$ cat src/rtl/morse_game_pkg.sv
// Shared encodings for the Morse memory game controller: FSM states,
// the blank display symbol and the BCD digit ceiling.
package morse_game_pkg;

    typedef enum logic [2:0] {
        ST_IDLE       = 3'd0,
        ST_RECONFIG   = 3'd1,
        ST_WAIT_START = 3'd2,
        ST_SHOW       = 3'd3,
        ST_ENTRY      = 3'd4,
        ST_DECIDE     = 3'd5,
        ST_GAMEOVER   = 3'd6
    } state_t;

    localparam logic [3:0] BCD_MAX = 4'd9;

    // All-ones pattern of width w; the display treats it as "blank".
    function automatic logic [31:0] blank_sym(input int unsigned w);
        if (w >= 32) return '1;
        return (32'd1 << w) - 32'd1;
    endfunction

endpackage

$ cat src/rtl/bcd_sat_counter.sv
// Multi-digit packed BCD up-counter with ripple carry that sticks at all-9s.
module bcd_sat_counter
    import morse_game_pkg::*;
#(
    parameter int DIGITS = 2
) (
    input  logic                  clk,
    input  logic                  rst,
    input  logic                  clr,
    input  logic                  inc,
    output logic [4*DIGITS-1:0]   value
);

    logic [4*DIGITS-1:0] nxt;
    logic                carry;
    logic                all_nine;

    always_comb begin
        nxt      = value;
        carry    = 1'b1;
        all_nine = 1'b1;
        for (int d = 0; d < DIGITS; d++) begin
            if (value[4*d +: 4] != BCD_MAX) all_nine = 1'b0;
            if (carry) begin
                if (value[4*d +: 4] == BCD_MAX) begin
                    nxt[4*d +: 4] = 4'd0;
                end else begin
                    nxt[4*d +: 4] = value[4*d +: 4] + 4'd1;
                    carry         = 1'b0;
                end
            end
        end
    end

    always_ff @(posedge clk) begin
        if (rst || clr) begin
            value <= '0;
        end else if (inc && !all_nine) begin
            value <= nxt;
        end
    end

endmodule

$ cat src/rtl/morse_game_ctrl_n.sv
// Morse memory game round controller: shows SEQ_LEN symbols, collects the
// user's entries, scores the round and handles game-over / logout.
module morse_game_ctrl_n
    import morse_game_pkg::*;
#(
    parameter int SEQ_LEN      = 2,
    parameter int SYM_W        = 4,
    parameter int SHOW_CYCLES  = 250000000,
    parameter int SCORE_DIGITS = 2
) (
    input  logic                      clk,
    input  logic                      rst,
    input  logic                      logged_in,
    input  logic                      game_start,
    input  logic                      logout,
    input  logic                      timeout,
    input  logic [SYM_W-1:0]          sym_in,
    input  logic                      load,
    input  logic [SYM_W-1:0]          user_input,
    output logic                      reconfig,
    output logic                      enable,
    output logic [SYM_W-1:0]          number,
    output logic                      show_valid,
    output logic [4*SCORE_DIGITS-1:0] score,
    output logic                      correct,
    output logic                      round_done,
    output logic                      logout_ack
);

    localparam int IDX_W = $clog2(SEQ_LEN + 1);
    localparam int BUF_N = 1 << IDX_W;
    localparam int TMR_W = (SHOW_CYCLES > 1) ? $clog2(SHOW_CYCLES) : 1;

    localparam logic [SYM_W-1:0] BLANK     = SYM_W'(blank_sym(SYM_W));
    localparam logic [IDX_W-1:0] LAST_IDX  = IDX_W'(SEQ_LEN - 1);
    localparam logic [TMR_W-1:0] LAST_TICK = TMR_W'(SHOW_CYCLES - 1);

    state_t           state;
    logic [IDX_W-1:0] idx;
    logic [TMR_W-1:0] timer;
    logic             mismatch;
    logic [SYM_W-1:0] seq_buf [BUF_N];

    logic in_game;
    logic start_cfg;
    logic accept_logout;
    logic score_clr;
    logic score_inc;

    assign in_game       = (state == ST_SHOW) || (state == ST_ENTRY) || (state == ST_DECIDE);
    assign accept_logout = (state == ST_GAMEOVER) && logout;
    assign start_cfg     = ((state == ST_IDLE) && logged_in) ||
                           ((state == ST_GAMEOVER) && !logout && game_start);
    // Score clears on the edge entering RECONFIG, and on logout so IDLE shows zero.
    assign score_clr     = start_cfg || accept_logout;
    assign score_inc     = (state == ST_DECIDE) && !timeout && !mismatch;

    bcd_sat_counter #(.DIGITS(SCORE_DIGITS)) u_score (
        .clk   (clk),
        .rst   (rst),
        .clr   (score_clr),
        .inc   (score_inc),
        .value (score)
    );

    // Symbols are captured on the edge that starts their slot, so each one is
    // on the display for exactly SHOW_CYCLES cycles while timer runs 0..max.
    always_ff @(posedge clk) begin
        if (rst) begin
            state      <= ST_IDLE;
            idx        <= '0;
            timer      <= '0;
            mismatch   <= 1'b0;
            for (int i = 0; i < BUF_N; i++) seq_buf[i] <= '0;
            reconfig   <= 1'b0;
            enable     <= 1'b0;
            number     <= '0;
            show_valid <= 1'b0;
            correct    <= 1'b0;
            round_done <= 1'b0;
            logout_ack <= 1'b0;
        end else begin
            reconfig   <= 1'b0;
            round_done <= 1'b0;
            logout_ack <= 1'b0;
            if (timeout && in_game) begin
                state      <= ST_GAMEOVER;
                enable     <= 1'b0;
                number     <= '0;
                show_valid <= 1'b0;
                idx        <= '0;
                timer      <= '0;
                mismatch   <= 1'b0;
            end else begin
                unique case (state)
                    ST_IDLE: begin
                        if (logged_in) begin
                            state    <= ST_RECONFIG;
                            reconfig <= 1'b1;
                            correct  <= 1'b0;
                        end
                    end
                    ST_RECONFIG: state <= ST_WAIT_START;
                    ST_WAIT_START: begin
                        if (game_start) begin
                            state      <= ST_SHOW;
                            enable     <= 1'b1;
                            show_valid <= 1'b1;
                            idx        <= '0;
                            timer      <= '0;
                            number     <= sym_in;
                            seq_buf[0] <= sym_in;
                        end
                    end
                    ST_SHOW: begin
                        if (timer == LAST_TICK) begin
                            timer <= '0;
                            if (idx < LAST_IDX) begin
                                idx                        <= idx + IDX_W'(1);
                                seq_buf[idx + IDX_W'(1)]   <= sym_in;
                                number                     <= sym_in;
                            end else begin
                                idx        <= '0;
                                number     <= BLANK;
                                show_valid <= 1'b0;
                                state      <= ST_ENTRY;
                            end
                        end else begin
                            timer <= timer + TMR_W'(1);
                        end
                    end
                    ST_ENTRY: begin
                        if (load) begin
                            if (user_input != seq_buf[idx]) mismatch <= 1'b1;
                            idx <= idx + IDX_W'(1);
                            if (idx == LAST_IDX) state <= ST_DECIDE;
                        end
                    end
                    ST_DECIDE: begin
                        correct    <= !mismatch;
                        round_done <= 1'b1;
                        mismatch   <= 1'b0;
                        idx        <= '0;
                        timer      <= '0;
                        state      <= ST_SHOW;
                        show_valid <= 1'b1;
                        number     <= sym_in;
                        seq_buf[0] <= sym_in;
                    end
                    ST_GAMEOVER: begin
                        if (logout) begin
                            logout_ack <= 1'b1;
                            correct    <= 1'b0;
                            state      <= ST_IDLE;
                        end else if (game_start) begin
                            reconfig <= 1'b1;
                            correct  <= 1'b0;
                            state    <= ST_RECONFIG;
                        end
                    end
                    default: state <= ST_IDLE;
                endcase
            end
        end
    end

endmodule

$ cat config.mk
export PLATFORM = sky130hd
export DESIGN_NAME = morse_game_ctrl_n
export DESIGN_NICKNAME = d
export VERILOG_FILES = /design/src/rtl/morse_game_pkg.sv /design/src/rtl/bcd_sat_counter.sv /design/src/rtl/morse_game_ctrl_n.sv
export SDC_FILE = /design/constraint.sdc
export NUM_CORES = 1
export LEC_CHECK = 0
export CORE_MARGIN = 5
export CORE_UTILIZATION = 61
export DETAILED_ROUTE_END_ITERATION = 10
export GPL_TIMING_DRIVEN = 0
export HOLD_SLACK_MARGIN = 0.12
export PLACE_DENSITY = 0.92
export RECOVER_POWER = 25
export SLEW_MARGIN = 40
export SYNTH_ARGS = -nofsm -noshare
export SYNTH_HDL_FRONTEND = slang
export SYNTH_SLANG_ARGS = --single-unit
$ cat constraint.sdc
create_clock -name clk -period 6 [get_ports clk]
set_input_delay 0.9 -clock clk [delete_from_list [all_inputs] [get_ports clk]]
set_output_delay 0.9 -clock clk [all_outputs]
set_load 0.01 [all_outputs]
==> flow_metrics.env <==
export IMPL_outcome="complete, no violations"
export IMPL_min_path_cells=2
export IMPL_cts_root_buf="clkbuf_8"
export IMPL_max_freq_mhz=286
export IMPL_multi_input_area_um2=1830
export IMPL_cts_path_max_buffers=2
export IMPL_power_w=0.00123
export IMPL_num_rows=27
export IMPL_ant_nets=0
export IMPL_cp_max_fo=10
export IMPL_fin_crit_ps=3500
export IMPL_grt_max_degree=15
export IMPL_n_antenna_cell=0
export IMPL_tightest_slew_ps=986
export IMPL_die_w_um=85.9
export IMPL_r2r_start="state[2]"
export IMPL_vias_per_cell=6.22
export IMPL_h_tree_depth=3
export IMPL_grt_pass1_vias=3085
export IMPL_ios=33
export IMPL_die_y_um=85.9
export IMPL_yosys_cell_count_top_type="dfxtp_1"
export IMPL_power_density_nw_per_um2=299
export IMPL_cp_data_required_time_ps=6110
export IMPL_synth_edf_count=16
export IMPL_maxCapViolCount=0
export IMPL_crit_arrival_ps=3610
export IMPL_clkTransAtPathRegs_ps=90
export IMPL_numClockSinks=70
export IMPL_fillers=388
export IMPL_worst_slack_ps=2500
export IMPL_die_area_um2=7380
export IMPL_synth_cells=389
export IMPL_yosys_area_top_type_share_pct=30.8
export IMPL_ys_seq_area_share_pct=44.5
export IMPL_numPortBuffers=32
export IMPL_initial_utilization_pct=63.4
export IMPL_ys_top_cells_by_area="dfxtp_1 31%, edfxtp_1 14%, nor2_1 5.5%"
export IMPL_final_max_slew_violation_count=0
export IMPL_post_cts_buffers=0
export IMPL_synth_flop_cell="dfxtp_1"
export IMPL_syn_nets=407
export IMPL_final_hold_viol_count=0
export IMPL_synth_area_um2=3510
export IMPL_skew_ps=15.7
export IMPL_wl_per_cell_um=17.0
export IMPL_numCtsBuffers=9
export IMPL_place_ws_ps=2340
export IMPL_p_leak_nw=1.40
export IMPL_yosysWarnings=0
export IMPL_ys_ff_latch=70
export IMPL_vias=3165
export IMPL_cts_hold_buffers=0
export IMPL_yosys_area_top_type="dfxtp_1"
export IMPL_grtUsageTotal_pct=24.5
export IMPL_regArea_um2=1560
export IMPL_r2r_slack_ps=3200
export IMPL_cts_tree="done"
export IMPL_slew_limit_headroom_pct=33.9
export IMPL_drcViolationCount=0
export IMPL_synth_commonest_cells="54 x dfxtp_1, 51 x nor2_1, 23 x a21oi_1"
export IMPL_fin_nets=450
export IMPL_endpoint_kind="register"
export IMPL_hp_class="reg2reg"
export IMPL_drtIter0Drc=396
export IMPL_coreArea_um2=5540
export IMPL_ys_types=58
export IMPL_start_kind="primary input"
export IMPL_place_hpwl_um=5980
export IMPL_grt_ovfl_total=0
export IMPL_r2r_end="seq_buf[3][3]"
export IMPL_insertion_delay_ps=360
export IMPL_finalWirelength_um=8650
export IMPL_place_congestion=0.908
export IMPL_grt_pass1_wl_um=14400
export IMPL_firstDrtPassIters=7
export IMPL_crit_type="in2reg"
export IMPL_rsz0062_at_grt="false"
export IMPL_cts_resized_gates=0
export IMPL_setup_tns_ps=0
export IMPL_critical_path_endpoint="seq_buf[1][3]"
export IMPL_cp_startpoint="rst"
export IMPL_async_flop_share_pct=0
export IMPL_grt_antenna_before_repair=0
export IMPL_fin_crit_sh_pct=58.3
export IMPL_ff2ff_path_depth=7
export IMPL_setup_viol=0
export IMPL_avgSynthCellArea_um2=9.03
export IMPL_area_delta_synth_final_pct=16.8
export IMPL_peakVddDrop_uv=181
export IMPL_drive_gt1_share_pct=8.01
==> cells in the final DEF, fill, tap and decap left out, types with 4 or more instances in the layout <==
cell type        netlist  layout
and3_1                 5       5
xor2_1                 9       9
nand3_1               11      11
mux4_2                 4       4
inv_1                 14      14
or3_1                  8       8
nand2_1               19      19
o21ai_0               13      13
nor4b_1                5       5
a21oi_1               23      23
nor3_1                15      15
nand4_1               13      13
dlygate4sd3_1          0      20
xnor2_1               19      19
clkbuf_1              13      13
and2_1                12      10
clkdlybuf4s50_1        0      12
nor2b_1                6       6
dfxtp_1               54      54
nand2b_1               6       6
clkbuf_8               0       9
nor2_1                51      51
edfxtp_1              16      16
nor4_1                13      13
a31oi_1                5       5
==> routing by layer <==
| layer | share of wire, % | track usage (%) | vias up | wire [µm] |
|---|---|---|---|---|
| met3 | 7.9 | 6.24 | 34 | 684 |
| met5 | 0 | 0 | - | 0 |
| met2 | 50 | 43.2 | 168 | 4300 |
| met4 | 2.6 | 8.49 | 0 | 224 |
| met1 | 40 | 28.8 | 1468 | 3450 |
| li1 | - | - | 1495 | - |
==> through the flow <==
step / hold slack [ps] / utilization (%) / instance area (µm²) / instances
after global routing: 475 / 74.0 / 4100 / 509
after floorplan: 449 / - / 3510 / 389
after CTS: 459 / 74.0 / 4100 / 509
final: 456 / 74.0 / 4100 / 509
after detailed placement: 442 / 70.8 / 3920 / 493
after global placement: 438 / 70.8 / 3920 / 493
==> worst min path at each step <==
stage | startpoint | endpoint | slack, ps
final | enable | enable | 460
after global placement | enable | enable | 440
after floorplan | timer[1] | timer[1] | 450
after CTS | enable | enable | 460
after detailed placement | enable | enable | 440
after global routing | enable | enable | 480
==> report_power, final <==
group / leakage, nW / internal (W) / total (W) / switching, W
logic: 0.721 / 0.000124 / 0.000321 / 0.000197
registers: 0.596 / 0.000521 / 0.000550 / 0.0000296
clock network: 0.0866 / 0.000154 / 0.000354 / 0.000200
==> flip-flops by register name, indices dropped and copies added, names as in the netlist, named ones only <==
| signal | flops |
|---|---|
| state | 3 |
| round_done | 1 |
| mismatch | 1 |
| logout_ack | 1 |
| number | 4 |
| idx | 2 |
| enable | 1 |
| show_valid | 1 |
| reconfig | 1 |
| correct | 1 |
| seq_buf | 16 |
| timer | 28 |
| u_score.value | 8 |
==> layout make-up <==
class / instances / area share [%]
plain buffers: 17 / 1.62
flip-flops and latches: 70 / 38.1
multi-input cells: 288 / 44.7
clock buffers: 9 / 3.02
clock inverters: 7 / 1.34
inverters: 14 / 1.28
repair buffers: 32 / 7.81
well taps: 72 / 2.20
==> worst max-delay path, stage by stage <==
cell and delay [ps]:
dlygate4sd3_1 550, clkbuf_1 410, nor2_1 110, a31oi_1 750
nor4_2 220, and3_1 310, or2_2 350
==> cells by family (layout without fill, tap and decap cells) <==
logic type | Yosys count | in the layout | share of synthesized area (%)
buffers and inverters | 31 | 79 | 3.38
flip-flops | 70 | 70 | 44.5
multiplexers | 6 | 6 | 3.17
AO/OA/AOI/OAI | 61 | 61 | 10.7
XOR/XNOR | 28 | 28 | 6.98
adder cells (fa/ha/maj) | 3 | 3 | 1.07
AND/OR/NAND/NOR | 190 | 190 | 30.3
Note: power is estimated with default switching activity, not from simulation.
